==> src/rtl/multivar_wait_monitor.sv <==
// Steps through three signed conditions on a/b/c in order, pulsing cont
// on entry to each wait stage, with optional start delay and stage timeout.
module multivar_wait_monitor #(
  parameter int WIDTH       = 32,
  parameter int START_DELAY = 10,
  parameter int TIMEOUT     = 0
) (
  input  logic             clk,
  input  logic             rst,
  input  logic             start,
  input  logic [WIDTH-1:0] a,
  input  logic [WIDTH-1:0] b,
  input  logic [WIDTH-1:0] c,
  output logic             cont,
  output logic [1:0]       stage,
  output logic             busy,
  output logic             hit,
  output logic             done,
  output logic             timeout
);

  typedef enum logic [2:0] {
    S_IDLE,
    S_DELAY,
    S_WAIT0,
    S_WAIT1,
    S_WAIT2,
    S_DONE,
    S_TOUT
  } state_t;

  localparam int CW = 32;
  localparam logic [CW-1:0] DLY_LAST = CW'(START_DELAY - 1);
  localparam logic [CW-1:0] TO_LAST  = CW'(TIMEOUT - 1);

  state_t        state_q, state_d;
  logic [CW-1:0] cnt_q, cnt_d;
  logic          cont_d, hit_d, busy_d, done_d, to_d;
  logic [1:0]    stage_d;

  logic signed [WIDTH:0] ax, bx, cx, sum;
  logic                  cond0, cond1, cond2, cond_cur;

  // one extra bit keeps a+b exact for any operand pair
  assign ax  = {a[WIDTH-1], a};
  assign bx  = {b[WIDTH-1], b};
  assign cx  = {c[WIDTH-1], c};
  assign sum = ax + bx;

  assign cond0 = $signed(a) > $signed(b);
  assign cond1 = sum < cx;
  assign cond2 = ($signed(a) < $signed(b)) &&
                 ($signed(b) > $signed(c));

  always_comb begin
    cond_cur = 1'b0;
    unique case (state_q)
      S_WAIT0: cond_cur = cond0;
      S_WAIT1: cond_cur = cond1;
      S_WAIT2: cond_cur = cond2;
      default: cond_cur = 1'b0;
    endcase
  end

  always_comb begin
    state_d = state_q;
    cnt_d   = cnt_q;
    cont_d  = 1'b0;
    hit_d   = 1'b0;
    unique case (state_q)
      S_IDLE, S_DONE, S_TOUT: begin
        if (start) begin
          cnt_d = '0;
          if (START_DELAY == 0) begin
            state_d = S_WAIT0;
            cont_d  = 1'b1;
          end else begin
            state_d = S_DELAY;
          end
        end
      end
      S_DELAY: begin
        if (cnt_q == DLY_LAST) begin
          state_d = S_WAIT0;
          cnt_d   = '0;
          cont_d  = 1'b1;
        end else begin
          cnt_d = cnt_q + 1'b1;
        end
      end
      S_WAIT0, S_WAIT1, S_WAIT2: begin
        // a hit on the timeout edge still advances
        if (cond_cur) begin
          hit_d = 1'b1;
          cnt_d = '0;
          unique case (state_q)
            S_WAIT0: state_d = S_WAIT1;
            S_WAIT1: state_d = S_WAIT2;
            default: state_d = S_DONE;
          endcase
          cont_d = (state_q != S_WAIT2);
        end else if (TIMEOUT != 0) begin
          if (cnt_q == TO_LAST) begin
            state_d = S_TOUT;
          end else begin
            cnt_d = cnt_q + 1'b1;
          end
        end
      end
      default: begin
        state_d = S_IDLE;
        cnt_d   = '0;
      end
    endcase

    busy_d = (state_d == S_DELAY) || (state_d == S_WAIT0) ||
             (state_d == S_WAIT1) || (state_d == S_WAIT2);
    done_d = (state_d == S_DONE);
    to_d   = (state_d == S_TOUT);

    stage_d = 2'd0;
    unique case (1'b1)
      state_d == S_WAIT1: stage_d = 2'd1;
      state_d == S_WAIT2: stage_d = 2'd2;
      state_d == S_DONE:  stage_d = 2'd3;
      state_d == S_TOUT:  stage_d = stage;
      default:            stage_d = 2'd0;
    endcase
  end

  always_ff @(posedge clk or posedge rst) begin
    if (rst) begin
      state_q <= S_IDLE;
      cnt_q   <= '0;
      cont    <= 1'b0;
      hit     <= 1'b0;
      busy    <= 1'b0;
      done    <= 1'b0;
      timeout <= 1'b0;
      stage   <= 2'd0;
    end else begin
      state_q <= state_d;
      cnt_q   <= cnt_d;
      cont    <= cont_d;
      hit     <= hit_d;
      busy    <= busy_d;
      done    <= done_d;
      timeout <= to_d;
      stage   <= stage_d;
    end
  end

endmodule

==> config.mk <==
export PLATFORM = sky130hd
export DESIGN_NAME = multivar_wait_monitor
export DESIGN_NICKNAME = d
export VERILOG_FILES = /design/src/rtl/multivar_wait_monitor.sv
export SDC_FILE = /design/constraint.sdc
export NUM_CORES = 1
export LEC_CHECK = 0
export CORE_MARGIN = 8
export CORE_UTILIZATION = 56
export CTS_CLUSTER_SIZE = 25
export DETAILED_ROUTE_END_ITERATION = 6
export HOLD_SLACK_MARGIN = 0.1
export PLACE_DENSITY = 0.84
export SYNTH_ARGS = -nofsm -noshare
export SYNTH_HDL_FRONTEND = slang
export SYNTH_SLANG_ARGS = --single-unit
==> constraint.sdc <==
create_clock -name clk -period 2.95 [get_ports clk]
set_input_delay 0.295 -clock clk [delete_from_list [all_inputs] [get_ports clk]]
set_output_delay 0.295 -clock clk [all_outputs]
set_load 0.1 [all_outputs]
==> results.md, run 1 <==
* Synth unique cells at 78
* Yosys reg bits at 42
* Starting density of the core at 56.4%
* Antenna violations before repair at 2
* CTS buffer count at 5
* H-tree Lvls at 2
* IO Count at 106
* Register area share after synthesis at 16.6%
* Synth async-reset ratio at 100%
* # hold bufs at CTS at 0
* Port buffer count at 105
* Worst_ep kind: sequential cell input
* Synthesis Warnings at 0
* FP Rows at 39
* Synth Flop Type: dfrtp_1
* Die width at 122 µm
* Syn nets at 1043
* Placed cells at 1223
* Largest net degree at the start of global routing at 43
* DPL Wire Length at 16500 µm
* Cell area after synthesis at 6330 µm²
* GRT Overall Usage at 59.3%
* Synth Instances at 813
* CTS sink cnt at 42
* Last stage: global routing
* Mean post-synth cell area at 7.79 µm²
* Final global-route overflow total at 1
* Stop err: [ERROR GRT-0232] Routing congestion too high. Check the congestion heatmap in the GUI.
* Chip height at 122 µm
* Worst_ep grt: cnt_q[1]$_DFFE_PP0P_/D
* Gp weighted congestion at 0.971
* Root Driver: clkbuf_16
* Run status: aborted with a tool error
* Post-synth EDFFs at 0
* Clock tree buffer depth at 2
==> per-stage QoR <==
stage / setup TNS, ns / setup WS, ns / instance area [µm²]
floorplan: -45.73 / -1.17 / 6460
global placement: -77.58 / -1.88 / 8930
detailed placement: -82.45 / -2.02 / 8930
CTS: -45.74 / -1.16 / 9840
==> synthesized netlist by cell type, types with 9 or more instances <==
cell type / count / share of area, %
dfrtp_1: 42 / 17
nor2b_1: 9 / 0.89
a31oi_1: 19 / 1.9
clkbuf_1: 10 / 0.59
a21oi_1: 82 / 6.5
a21o_1: 9 / 1.1
nand4_1: 18 / 1.8
xnor2_1: 30 / 4.1
or3_1: 9 / 0.89
nand2_1: 55 / 3.3
inv_1: 114 / 6.8
o21a_1: 11 / 1.3
o21bai_1: 14 / 1.7
nor2_1: 60 / 3.6
nor3_1: 14 / 1.1
nor4_1: 11 / 1.1
ha_1: 130 / 26
nand2b_1: 10 / 0.99
and3_1: 9 / 0.89
nand3_1: 17 / 1.3
o21ai_0: 25 / 2.0
==> layer usage <==
layer,overflow,global-route usage (%)
met3,0,45.3
met5,0,8.88
met4,1,56.8
met1,0,57.6
met2,0,78.1
==> cells by family after synthesis <==
logic type | count (synthesis) | share of synthesized area, %
muxes | 2 | 0.316
AOI/OAI and AO/OA | 229 | 23.6
xor gates and xnor gates | 36 | 4.98
buffers and inverters | 130 | 8.16
and+or+nand+nor | 243 | 20.3
DFF | 42 | 16.6
adders and majority gates | 131 | 26.0
==> repair_timing <==
item                                   in CTS
setup endpoints to repair                  42
gates resized for setup                   179
cloned                                      3
pin swaps                                  72
endpoints found under the hold margin       0
buffers inserted                           23
==> inputs of run 2 (changes only) <==
--- a/config.mk
+++ b/config.mk
@@ -6,11 +6,9 @@
 export NUM_CORES = 1
 export LEC_CHECK = 0
 export CORE_MARGIN = 8
-export CORE_UTILIZATION = 56
-export CTS_CLUSTER_SIZE = 25
+export CORE_UTILIZATION = 40
 export DETAILED_ROUTE_END_ITERATION = 6
-export HOLD_SLACK_MARGIN = 0.1
-export PLACE_DENSITY = 0.84
+export PLACE_DENSITY_LB_ADDON = 0.15
 export SYNTH_ARGS = -nofsm -noshare
 export SYNTH_HDL_FRONTEND = slang
 export SYNTH_SLANG_ARGS = --single-unit
==> run 2 against run 1 <==
Net effect:
- synthesized area unchanged
- synthesized cell count unchanged
- the flow now finishes, with violations (negative setup slack)
==> results.md, run 2 <==
* Failing checks: negative setup slack
* Drt drc at 0
* RSZ-0062 raised after global routing: true
* Critical path arrival at 4.45 ns
* Final global-route overflow total at 0
* Synth unique cells at 78 (unchanged)
* Min Tclk post-route at 4.28 ns
* Worst setup path category: input port to flip-flop
* Rel. slew slack at 63.3%
* Synth top area share at 25.7% (unchanged)
* Critical R2R Capture: cnt_q[30]$_DFFE_PP0P_
* Static Leak at 4.76 nW
* Gp weighted congestion at 0.917 (-5.5%)
* Worst-path clk slew at 0.06 ns
* N_diodes at 0
* # hold bufs at CTS at 0 (unchanged)
* Sequential power share at 18.4%
* Layout area overhead at 58.0%
* Max cap viols at 0
* P_int at 2.62 mW
* Worst-Skew Late Latency at 0.29 ns
* Die width at 142 µm (+16%)
* Synth Instances at 813 (unchanged)
* Global-route wire length before repair at 32700 µm
* Initial DRC Count at 270
* Combinational Power Share at 69.1%
* R2R depth at 10
* Period Utilization, post-route at 145%
* Synth Flop Type: dfrtp_1
* R2R setup slack at 0.32 ns
* Largest registers: cnt_q (32), state_q (3), stage (2)
* Die area at 20100 µm²
* Synthesis Warnings at 0 (unchanged)
* Antenna violations before repair at 0
* Largest net degree at the start of global routing at 43
* Final Skew at 0.00343 ns
* Port buffer count at 105 (unchanged)
* Clock tree buffer depth at 2 (unchanged)
* Hold Fails Final Rpt at 0
* CTS sink cnt at 42 (unchanged)
* Setup-failing EPs final at 42
* Vias in the first global route at 6875
* TritonRoute pass-1 iters at 5
* Fin worst setup slack at -1.33 ns
* Finished Core Util at 63.9%
* CTS tree: done
* Worst setup path startpoint: a[12]
* Psw at 2.21 mW
* Number of flip-flops in the largest register at 32
* Register area share after synthesis at 16.6% (unchanged)
* Nets at 1342
* Drt total wl at 20300 µm
* Slew Viols, Final at 0
* Mean post-synth cell area at 7.79 µm² (unchanged)
* Cell taking the most area after synthesis: ha_1
* CTS buffer count at 5 (unchanged)
* Synth async-reset ratio at 100% (unchanged)
* Worst path required time at 3.12 ns
* Wire length per cell at 15.3 µm
* IO Count at 106 (unchanged)
* Filler cells at 1373
* Post-synth EDFFs at 0 (unchanged)
* Switching portion of total power at 45.8%
* Most flops, register: cnt_q
* Maximum clock frequency at 0.234 GHz
* Vias per cell at 5.17
* Critical Path Sink: busy$_DFF_PP0_
* Top-count cell post-synth: ha_1
* FP Rows at 46 (+18%)
* Clk network pwr share at 12.4%
* DRT antenna net count at 0
* Pwr Total at 4.83 mW
* Reg-to-Reg Start: cnt_q[0]$_DFFE_PP0P_
* Pwr Density at 482 nW/µm²
* Yosys reg bits at 42 (unchanged)
* H-tree Lvls at 2 (unchanged)
* Share of post-route cells with drive strength above 1 at 32.9%
* Area of the multi-input gates at 5470 µm²
* Starting density of the core at 40.5% (-16 points)
* Cell area after synthesis at 6330 µm² (unchanged)
* Worst-path maximum fanout at 5
* CP startpoint kind: input port
* Critical Path End Type: flip-flop
* Run status: finished with violations
* Syn nets at 1043 (unchanged)
* Worst Hold Class: input port to asynchronous set/reset pin
* Worst vdd ir at 406 µV
* Worst Max-Slew Pin Slew at 0.551 ns
* Most frequent cells in the layout: buf_4 (194), ha_1 (108), inv_1 (98)
* Main area contributors after synthesis: ha_1 (26%), dfrtp_1 (17%), inv_1 (6.8%)
* Most common cell after layout, fill and taps aside: buf_4
* Commonest cells in the netlist: ha_1 (130), inv_1 (114), a21oi_1 (82)
* GRT Overall Usage at 19.6%
* DPL Wire Length at 16200 µm (-1.7%)
* Root Driver: clkbuf_16
* FF+latch area at 1050 µm²
* DR vias at 6876
* Chip height at 142 µm (+16%)
* Core area at 15700 µm²
## run 2: cell counts after synthesis
No cell type changed its count.
## run 2: worst min-delay path by stage
| stage | end | slack (ns) | cells past startpoint |
|---|---|---|---|
| after floorplan | cnt_q[23]$_DFFE_PP0P_ | 0.48 | 1 |
| after global placement | cnt_q[19]$_DFFE_PP0P_ | 0.51 | 1 |
| after detailed placement | cnt_q[19]$_DFFE_PP0P_ | 0.52 | 1 |
| after CTS | cnt_q[22]$_DFFE_PP0P_ | 0.47 | 3 |
| after global routing | cnt_q[17]$_DFFE_PP0P_ | 0.50 | 3 |
| final | cnt_q[17]$_DFFE_PP0P_ | 0.45 | 3 |
## run 2: cell type report
type	instances	share of cell area (%)
flip-flops and latches	42	10.5
multi-input cells	641	54.7
clock buffers	8	1.66
inverters	114	4.32
repair buffers	308	26.2
well taps	216	2.70
## run 2: routing by layer
metal  vias up  part of all wire (%)  track usage [%]
met5         -                     0                0
met4         0                   1.4             4.80
met3        20                   3.4             2.25
met2       146                    50             34.6
met1      3204                    45             24.9
li1       3506                     -                -
## run 2: power groups by stage
stage	clock network (mW)	logic [mW]	registers [mW]
5_1_grt	0.647	3.59	0.913
3_5_place_dp	0	2.58	0.880
3_3_place_gp	0	2.56	0.878
2_1_floorplan	0	1.43	1.10
6_report	0.600	3.34	0.890
4_1_cts	0.611	3.06	0.880
## run 2: stage by stage
step	area (µm²)	TNS [ns]	setup WS (ns)	hold WS [ns]	instances
after floorplan	6460	-45.73	-1.17	0.484	813
after global placement	9010	-80.30	-1.95	0.511	1294
after detailed placement	9010	-83.02	-2.03	0.519	1294
after CTS	9690	-47.30	-1.20	0.474	1318
after global routing	10000	-57.92	-1.44	0.501	1329
final	10000	-51.83	-1.33	0.450	1329
## run 2: cells by family after synthesis
kind of cell    count (synthesis)  share of synthesized area [%]
xor+xnor                       36                           4.98
buf+inv                       130                           8.16
compound gates                229                           23.6
simple gates                  243                           20.3
mux                             2                          0.316
flops                          42                           16.6
fa+ha+maj                     131                           26.0
## run 2: critical path: stages
cell       delay (ns)
buf_6            0.10
ha_4             0.23
or4_4            0.53
or3_4            0.38
nand2b_4         0.16
o2111ai_4        0.25
nand3_4          0.14
a21oi_4          0.20
nand4b_1         0.12
a22o_1           0.25
ha_4             0.28
and4_4           0.23
nand4_1          0.18
o2111ai_4        0.30
a21oi_2          0.11
buf_4            0.15
o31ai_2          0.18
buf_4            0.19
nor2_4           0.04
xnor2_2          0.13
## run 2: timing repair
item,CTS,global route
pin swaps,63,59
endpoints found under the setup margin,42,42
endpoints found under the hold margin,0,0
gates resized for setup,160,73
setup buffers,15,14
gates cloned,2,1
Power figures use the tool's default switching activity.
